## src/rtl/pipe_share_arbiter_pkg.sv

```systemverilog
// Shared types and constants for the pipeline-sharing round-robin scheduler.
package pipe_share_pkg;

    // Default parameter values used by the interface and the modules.
    localparam int DEF_N_REQ   = 4;
    localparam int DEF_DATA_W  = 32;
    localparam int DEF_LATENCY = 3;
    localparam int DEF_MAX_OUT = 2;

    // Stored tag id width; wide enough for up to 256 requesters.
    localparam int TAG_ID_W = 8;

    // Requester index width: clog2 with a floor of one bit.
    function automatic int id_width(input int n);
        return (n > 2) ? $clog2(n) : 1;
    endfunction

    // One in-flight slot of the tag shift register.
    typedef struct packed {
        logic                valid;
        logic [TAG_ID_W-1:0] id;
    } tag_t;

endpackage

```

## src/rtl/pipe_share_arbiter_if.sv

```systemverilog
// Requester, pipeline and response signals of the shared-pipeline scheduler.
interface pipe_share_arbiter_if
    import pipe_share_pkg::*;
#(
    parameter int N_REQ  = DEF_N_REQ,
    parameter int DATA_W = DEF_DATA_W
);
    logic                      hold;
    logic [N_REQ-1:0]          req_valid;
    logic [N_REQ*DATA_W-1:0]   req_data;
    logic [N_REQ-1:0]          req_ready;
    logic                      pipe_valid;
    logic [DATA_W-1:0]         pipe_data;
    logic [DATA_W-1:0]         pipe_out;
    logic [N_REQ-1:0]          rsp_valid;
    logic [DATA_W-1:0]         rsp_data;
    logic                      busy;

    // Requesters and the shared pipeline's result side.
    modport master (
        output hold, req_valid, req_data, pipe_out,
        input  req_ready, pipe_valid, pipe_data, rsp_valid, rsp_data, busy
    );

    // The scheduler.
    modport slave (
        input  hold, req_valid, req_data, pipe_out,
        output req_ready, pipe_valid, pipe_data, rsp_valid, rsp_data, busy
    );
endinterface

```

## src/rtl/pipe_share_arbiter_rr.sv

```systemverilog
// Combinational round-robin pick: first eligible index above ptr, wrapping.
module rr_arbiter
    import pipe_share_pkg::*;
#(
    parameter int  N_REQ = DEF_N_REQ,
    localparam int ID_W  = id_width(N_REQ)
) (
    input  logic [N_REQ-1:0] eligible,
    input  logic [ID_W-1:0]  ptr,
    output logic [N_REQ-1:0] grant,
    output logic [ID_W-1:0]  idx
);

    logic            found;
    logic [ID_W-1:0] cand;

    // Scan ptr+1, ptr+2, ... modulo N_REQ and take the first eligible slot.
    always_comb begin
        // NOTE: every output gets a default before the loop so no path leaves it unassigned (no latch).
        grant = '0;
        idx   = '0;
        found = 1'b0;
        cand  = '0;
        for (int k = 1; k <= N_REQ; k++) begin
            cand = ID_W'((int'(ptr) + k) % N_REQ);
            if (!found && eligible[cand]) begin
                found       = 1'b1;
                grant[cand] = 1'b1;
                idx         = cand;
            end
        end
    end

endmodule

```

## src/rtl/pipe_share_arbiter.sv

```systemverilog
// Shares one fixed-latency, non-stalling pipeline between N_REQ requesters:
// round-robin issue, per-requester credit limit, tag tracking and result steering.
module pipe_share_arbiter
    import pipe_share_pkg::*;
#(
    parameter int N_REQ   = DEF_N_REQ,
    parameter int DATA_W  = DEF_DATA_W,
    parameter int LATENCY = DEF_LATENCY,
    parameter int MAX_OUT = DEF_MAX_OUT
) (
    input logic                  clk,
    input logic                  rst,
    pipe_share_arbiter_if.slave  bus
);

    localparam int              ID_W    = id_width(N_REQ);
    localparam int              CNT_W   = $clog2(MAX_OUT + 1);
    localparam logic [CNT_W-1:0] CNT_MAX = CNT_W'(MAX_OUT);

    logic [ID_W-1:0]   ptr;
    logic [CNT_W-1:0]  cnt [N_REQ];
    tag_t              tags [LATENCY];

    logic [N_REQ-1:0]  eligible;
    logic [N_REQ-1:0]  grant;
    logic [ID_W-1:0]   gnt_idx;
    logic [N_REQ-1:0]  rsp_hit;
    logic [DATA_W-1:0] data_mux;
    logic              busy_c;
    tag_t              last_tag;

    // Eligible = requesting, under credit limit, not held, not in reset.
    always_comb begin
        eligible = '0;
        for (int i = 0; i < N_REQ; i++) begin
            eligible[i] = rst & ~bus.hold & bus.req_valid[i] & (cnt[i] < CNT_MAX);
        end
    end

    rr_arbiter #(.N_REQ(N_REQ)) u_rr (
        .eligible (eligible),
        .ptr      (ptr),
        .grant    (grant),
        .idx      (gnt_idx)
    );

    assign bus.req_ready  = grant;
    assign bus.pipe_valid = |grant;

    // Forward the granted requester's data; zero when nothing is issued.
    always_comb begin
        data_mux = '0;
        for (int i = 0; i < N_REQ; i++) begin
            if (grant[i]) data_mux = bus.req_data[i*DATA_W +: DATA_W];
        end
    end
    assign bus.pipe_data = data_mux;

    // Round-robin pointer remembers the last winner; reset makes requester 0 win first.
    always_ff @(posedge clk or negedge rst) begin
        // NOTE: sequential state uses non-blocking assignments so all flops update from pre-edge values.
        if (!rst)          ptr <= ID_W'(N_REQ - 1);
        else if (|grant)   ptr <= gnt_idx;
    end

    // Tag shift register tracks who owns each pipeline stage; it never stalls.
    always_ff @(posedge clk or negedge rst) begin
        if (!rst) begin
            // NOTE: the tag array is reset because its valid bits gate responses; stale tags must never fire.
            for (int k = 0; k < LATENCY; k++) tags[k] <= '0;
        end else begin
            tags[0] <= '{valid: bus.pipe_valid, id: TAG_ID_W'(gnt_idx)};
            for (int k = 1; k < LATENCY; k++) tags[k] <= tags[k-1];
        end
    end

    assign last_tag = tags[LATENCY-1];

    // Decode the emerging tag into a one-hot response strobe.
    always_comb begin
        rsp_hit = '0;
        for (int i = 0; i < N_REQ; i++) begin
            rsp_hit[i] = last_tag.valid && (last_tag.id == TAG_ID_W'(i));
        end
    end

    assign bus.rsp_valid = rsp_hit;
    assign bus.rsp_data  = bus.pipe_out;

    // Busy while any stage carries a tagged item.
    always_comb begin
        busy_c = 1'b0;
        for (int k = 0; k < LATENCY; k++) busy_c = busy_c | tags[k].valid;
    end
    assign bus.busy = busy_c;

    // Outstanding credit per requester: +1 on issue, -1 on result, both cancel.
    always_ff @(posedge clk or negedge rst) begin
        if (!rst) begin
            for (int i = 0; i < N_REQ; i++) cnt[i] <= '0;
        end else begin
            for (int i = 0; i < N_REQ; i++) begin
                case ({grant[i], rsp_hit[i]})
                    2'b10:   cnt[i] <= cnt[i] + CNT_W'(1);
                    2'b01:   cnt[i] <= cnt[i] - CNT_W'(1);
                    default: cnt[i] <= cnt[i];
                endcase
            end
        end
    end

    // Reference count of in-flight tags per requester, for the invariant checks.
    int tag_cnt [N_REQ];
    always_comb begin
        for (int i = 0; i < N_REQ; i++) begin
            tag_cnt[i] = 0;
            for (int k = 0; k < LATENCY; k++) begin
                if (tags[k].valid && tags[k].id == TAG_ID_W'(i)) tag_cnt[i] = tag_cnt[i] + 1;
            end
        end
    end

    a_ready_onehot: assert property (@(posedge clk) disable iff (!rst) $onehot0(bus.req_ready));
    a_rsp_onehot:   assert property (@(posedge clk) disable iff (!rst) $onehot0(bus.rsp_valid));

    for (genvar gi = 0; gi < N_REQ; gi++) begin : g_inv
        a_cnt_match: assert property (@(posedge clk) disable iff (!rst) int'(cnt[gi]) == tag_cnt[gi]);
        a_cnt_over:  assert property (@(posedge clk) disable iff (!rst) cnt[gi] <= CNT_MAX);
        a_cnt_under: assert property (@(posedge clk) disable iff (!rst) rsp_hit[gi] |-> cnt[gi] != '0);
    end

endmodule

```

## src/flat_wrapper.sv

```systemverilog
// flat-port wrapper written by rule: the top's interface ports become plain ports
module pipe_share_arbiter_flat import pipe_share_pkg::*;
#(
    parameter int N_REQ   = DEF_N_REQ,
    parameter int DATA_W  = DEF_DATA_W,
    parameter int LATENCY = DEF_LATENCY,
    parameter int MAX_OUT = DEF_MAX_OUT
)
  (clk, rst, bus_hold, bus_req_valid, bus_req_data, bus_pipe_out, bus_req_ready, bus_pipe_valid, bus_pipe_data, bus_rsp_valid, bus_rsp_data, bus_busy);
  pipe_share_arbiter_if #(.N_REQ(N_REQ), .DATA_W(DATA_W)) bus_i ();
  input logic clk;
  input logic rst;
  input wire logic [$bits(bus_i.hold)-1:0] bus_hold;
  input wire logic [$bits(bus_i.req_valid)-1:0] bus_req_valid;
  input wire logic [$bits(bus_i.req_data)-1:0] bus_req_data;
  input wire logic [$bits(bus_i.pipe_out)-1:0] bus_pipe_out;
  output wire logic [$bits(bus_i.req_ready)-1:0] bus_req_ready;
  output wire logic [$bits(bus_i.pipe_valid)-1:0] bus_pipe_valid;
  output wire logic [$bits(bus_i.pipe_data)-1:0] bus_pipe_data;
  output wire logic [$bits(bus_i.rsp_valid)-1:0] bus_rsp_valid;
  output wire logic [$bits(bus_i.rsp_data)-1:0] bus_rsp_data;
  output wire logic [$bits(bus_i.busy)-1:0] bus_busy;
  assign bus_i.hold = bus_hold;
  assign bus_i.req_valid = bus_req_valid;
  assign bus_i.req_data = bus_req_data;
  assign bus_i.pipe_out = bus_pipe_out;
  assign bus_req_ready = bus_i.req_ready;
  assign bus_pipe_valid = bus_i.pipe_valid;
  assign bus_pipe_data = bus_i.pipe_data;
  assign bus_rsp_valid = bus_i.rsp_valid;
  assign bus_rsp_data = bus_i.rsp_data;
  assign bus_busy = bus_i.busy;
  pipe_share_arbiter #(.N_REQ(N_REQ), .DATA_W(DATA_W), .LATENCY(LATENCY), .MAX_OUT(MAX_OUT)) u_core (.clk(clk), .rst(rst), .bus(bus_i));
endmodule
```

## config.mk

```make
export PLATFORM = sky130hd
export DESIGN_NAME = pipe_share_arbiter_flat
export DESIGN_NICKNAME = d
export VERILOG_FILES = /design/src/rtl/pipe_share_arbiter_pkg.sv /design/src/rtl/pipe_share_arbiter_if.sv /design/src/rtl/pipe_share_arbiter_rr.sv /design/src/rtl/pipe_share_arbiter.sv /design/src/flat_wrapper.sv
export SDC_FILE = /design/constraint.sdc
export NUM_CORES = 1
export LEC_CHECK = 0
export ABC_AREA = 1
export CAP_MARGIN = 5
export CORE_MARGIN = 1.5
export CORE_UTILIZATION = 29
export CTS_BUF_LIST = sky130_fd_sc_hd__clkbuf_8 sky130_fd_sc_hd__clkbuf_16
export CTS_CLUSTER_SIZE = 8
export DETAILED_ROUTE_END_ITERATION = 10
export DONT_BUFFER_PORTS = 1
export GPL_TIMING_DRIVEN = 0
export SLEW_MARGIN = 0
export SYNTH_ARGS = -nofsm -noshare
export SYNTH_HDL_FRONTEND = slang
export SYNTH_SLANG_ARGS = --single-unit
```

## constraint.sdc

```tcl
create_clock -name clk -period 5.9 [get_ports clk]
set_input_delay 0 -clock clk [delete_from_list [all_inputs] [get_ports clk]]
set_output_delay 0 -clock clk [all_outputs]
set_load 0.03 [all_outputs]
```

==> reports/metrics.yaml <==
outcome:
  status: "complete, no violations"
floorplan:
  die_w_um: 100.0
  die_h_um: 100.0
  die-area_sq_mm: 0.01000
  rows: 35
  coreArea_sq_mm: 0.009196
  ios: 241
  start_util: 0.2967
timing:
  fin_crit_ps: 3386
  slew_headroom: 0.2749
  finalClockSkew_ps: 1.883
  tns_ps: 0
  hold_violations: 0
  rsz0062_at_grt: "false"
  setup_violations: 0
  maxSlewViolCount: 0
  layout_worst_path_cycle_share: 0.5739
  tightest_slew_ps: 1079
  max_freq_ghz: 0.2953
routing:
  routedWlPerCell_um: 16.21
  drc: 0
  ant_nets: 0
  via_per_inst: 5.063
  drt-initial-drc-count: 146
  drt-total-wl_um: 9286
  dr.pass1.iters: 4
  vias: 2901
synthesis:
  synth_nets: 635
  yosys_warnings: 0
  ys_types: 25
  netlist_area_sq_mm: 0.002729
  ys_seq_elements: 19
  syn_inst: 457
  yosysSeqAreaShare: 0.1751
  syn_area_per_cell_sq_um: 5.971
setup_path:
  cp_max_fo: 10
  reg2reg_depth: 15
  worst-setup-path-type: "reg2reg"
  end_kind: "register"
  arrival_ps: 3520
  r2r-end: "u_core.cnt[1]$_DFFE_PN0P_"
  required_ps: 6040
  crit_path_start: "u_core.ptr[0]$_DFFE_PN1P_"
  critPathLaunchType: "register"
  rrSetupSlack_ps: 2510
  r2r_start: "u_core.ptr[0]$_DFFE_PN1P_"
placed_design:
  io_buffers: 0
  dpl.hpwl_um: 7517
  place_congestion: 0.8893
clock_network:
  cts_root_buf: "clkbuf_8"
  path_clk_slew_ps: 70
  clk_latency_ps: 250
  cts_setup_buffers: 0
  htree_levels: 1
  ctsResizeCount: 0
  cts_buffers: 3
  holdBufCountCts: 1
  cts.sinks: 19
  clock_path_buffers: 2
  cts_tree: "yes"
grt:
  grt_usage: 0.1675
  grt_max_degree: 20
  grt_pass1_vias: 2526
  grt_pass1_wl_um: 13010
  grt_overflow: 0
  antenna_found_initial: 0
worst_hold_path:
  hp-start: "bus_pipe_out[0]"
  min_path_cells: 1
  hold_path.class: "in2out"
  min_delay_worst_endpoint: "bus_rsp_data[0]"
cells_and_area:
  area_delta_synth_final_pct: 7.153
  num-nets-final: 641
  diodes: 0
  post-route-util: 0.3180
  drive_gt1_frac: 0.1667
run:
  drv_cap: 0
power_and_ir_drop:
  peakVddDrop_uv: 188.1
  cellPowerDensity_mw_per_mm2: 600.6
  power_leakage_nw: 1.648
[how the worst max path moves through the flow]
stage                                      endpoint  slack (ps)  depth (start not counted)
after CTS                 u_core.cnt[1]$_DFFE_PN0P_        2510                         15
after global placement    u_core.cnt[1]$_DFFE_PN0P_        2580                         15
final                     u_core.cnt[1]$_DFFE_PN0P_        2510                         15
after floorplan           u_core.cnt[1]$_DFFE_PN0P_        3020                         16
after detailed placement  u_core.cnt[1]$_DFFE_PN0P_        2540                         15
after global routing      u_core.cnt[1]$_DFFE_PN0P_        2230                         16
[power by group]
group / internal [W] / switching [W] / total, W
Clock: 0.0000469 / 0.0000414 / 0.0000883
Sequential: 0.000199 / 0.0000490 / 0.000248
Combinational: 0.000355 / 0.00107 / 0.00142
[cell type report]
class | instances | area, sq um
Buffer | 55 | 410.4
Clock buffer | 3 | 41.29
Clock inverter | 1 | 5.005
Fill cell | 1029 | 6272
Inverter | 54 | 202.7
Multi-Input combinational cell | 329 | 1638
Sequential cell | 19 | 478.0
Tap cell | 111 | 138.9
Timing Repair Buffer | 1 | 10.01
[through the flow]
| stage | cell area [sq um] | hold WS [ps] | setup WS [ps] | cells | power [W] |
|---|---|---|---|---|---|
| 6_report | 2924 | 132.7 | 2514 | 573 | 0.001756 |
| 5_1_grt | 2924 | 133.4 | 2226 | 573 | 0.001912 |
| 4_1_cts | 2924 | 133.0 | 2513 | 573 | 0.001765 |
| 3_5_place_dp | 2868 | -295.2 | 2540 | 568 | 0.001670 |
| 3_3_place_gp | 2868 | -295.2 | 2581 | 568 | 0.001649 |
| 2_1_floorplan | 2729 | -295.6 | 3018 | 457 | 0.001437 |
[cells by family (layout without fill, tap and decap cells)]
logic type,count (synthesis),in the layout,share of synthesized area
simple gates,232,232,0.3796
buf+inv,109,114,0.2247
compound gates,78,78,0.1444
flops,19,19,0.1751
fa+ha+maj,11,11,0.05043
xor+xnor,8,8,0.02568
[worst max-delay path: stages, from the launching register on]
cell     delay (ps)
dfstp_2         650
inv_2           140
ha_1            370
inv_1           100
nand2_1          90
nand2_2         100
nor2_2          220
nand3_1         130
nand3_2         120
buf_4           220
buf_2           360
inv_1            90
ha_1            310
a21oi_1         110
o21ai_0         120
xnor2_1         140
[cell usage after synthesis]
| cell type | instances | area share |
|---|---|---|
| nand2_1 | 151 | 0.21 |
| a21oi_1 | 69 | 0.13 |
| nand3_1 | 55 | 0.10 |
| inv_1 | 50 | 0.069 |
| buf_4 | 40 | 0.11 |
| dfrtp_1 | 17 | 0.16 |
| ha_1 | 11 | 0.050 |
| xnor2_1 | 8 | 0.026 |
| buf_2 | 7 | 0.013 |
| nor2_1 | 7 | 0.0096 |
| buf_6 | 6 | 0.025 |
| nor3_1 | 5 | 0.0092 |
| o21ai_0 | 5 | 0.0092 |
| inv_2 | 4 | 0.0055 |
| nand2_2 | 4 | 0.0092 |
| nand3_2 | 4 | 0.015 |
| o21ai_1 | 3 | 0.0055 |
| clkbuf_1 | 2 | 0.0028 |
| dfstp_2 | 2 | 0.019 |
| nand2_4 | 2 | 0.0083 |
| nand3_4 | 1 | 0.0064 |
| nor2_2 | 1 | 0.0023 |
| nor2_4 | 1 | 0.0041 |
| nor2_8 | 1 | 0.0073 |
| o2111ai_1 | 1 | 0.0032 |
[sequential cells by signal (all words and copies together), names as in the netlist]
register / cells
u_core.last_tag: 3
u_core.ptr: 2
u_core.tags: 6
u_core.cnt: 8
[layer usage]
layer / GRT usage / wire length (um) / vias up
li1: - / - / 1426
met1: 0.2207 / 3965 / 1298
met2: 0.2857 / 4360 / 162
met3: 0.03412 / 796 / 15
met4: 0.03142 / 163 / 0
met5: 0 / 0 / -
[cells in the final DEF (no fill, tap or decap), drive strengths merged]
| cell type | n |
|---|---|
| nand2 | 157 |
| a21oi | 69 |
| nand3 | 60 |
| inv | 54 |
| buf | 53 |
| dfrtp | 17 |
| ha | 11 |
| nor2 | 10 |
| xnor2 | 8 |
| o21ai | 8 |
| nor3 | 5 |
| clkbuf | 5 |
| dfstp | 2 |
| o2111ai | 1 |
| clkinv | 1 |
| dlygate4sd3 | 1 |
No activity file was read; power rests on OpenSTA's default activity.
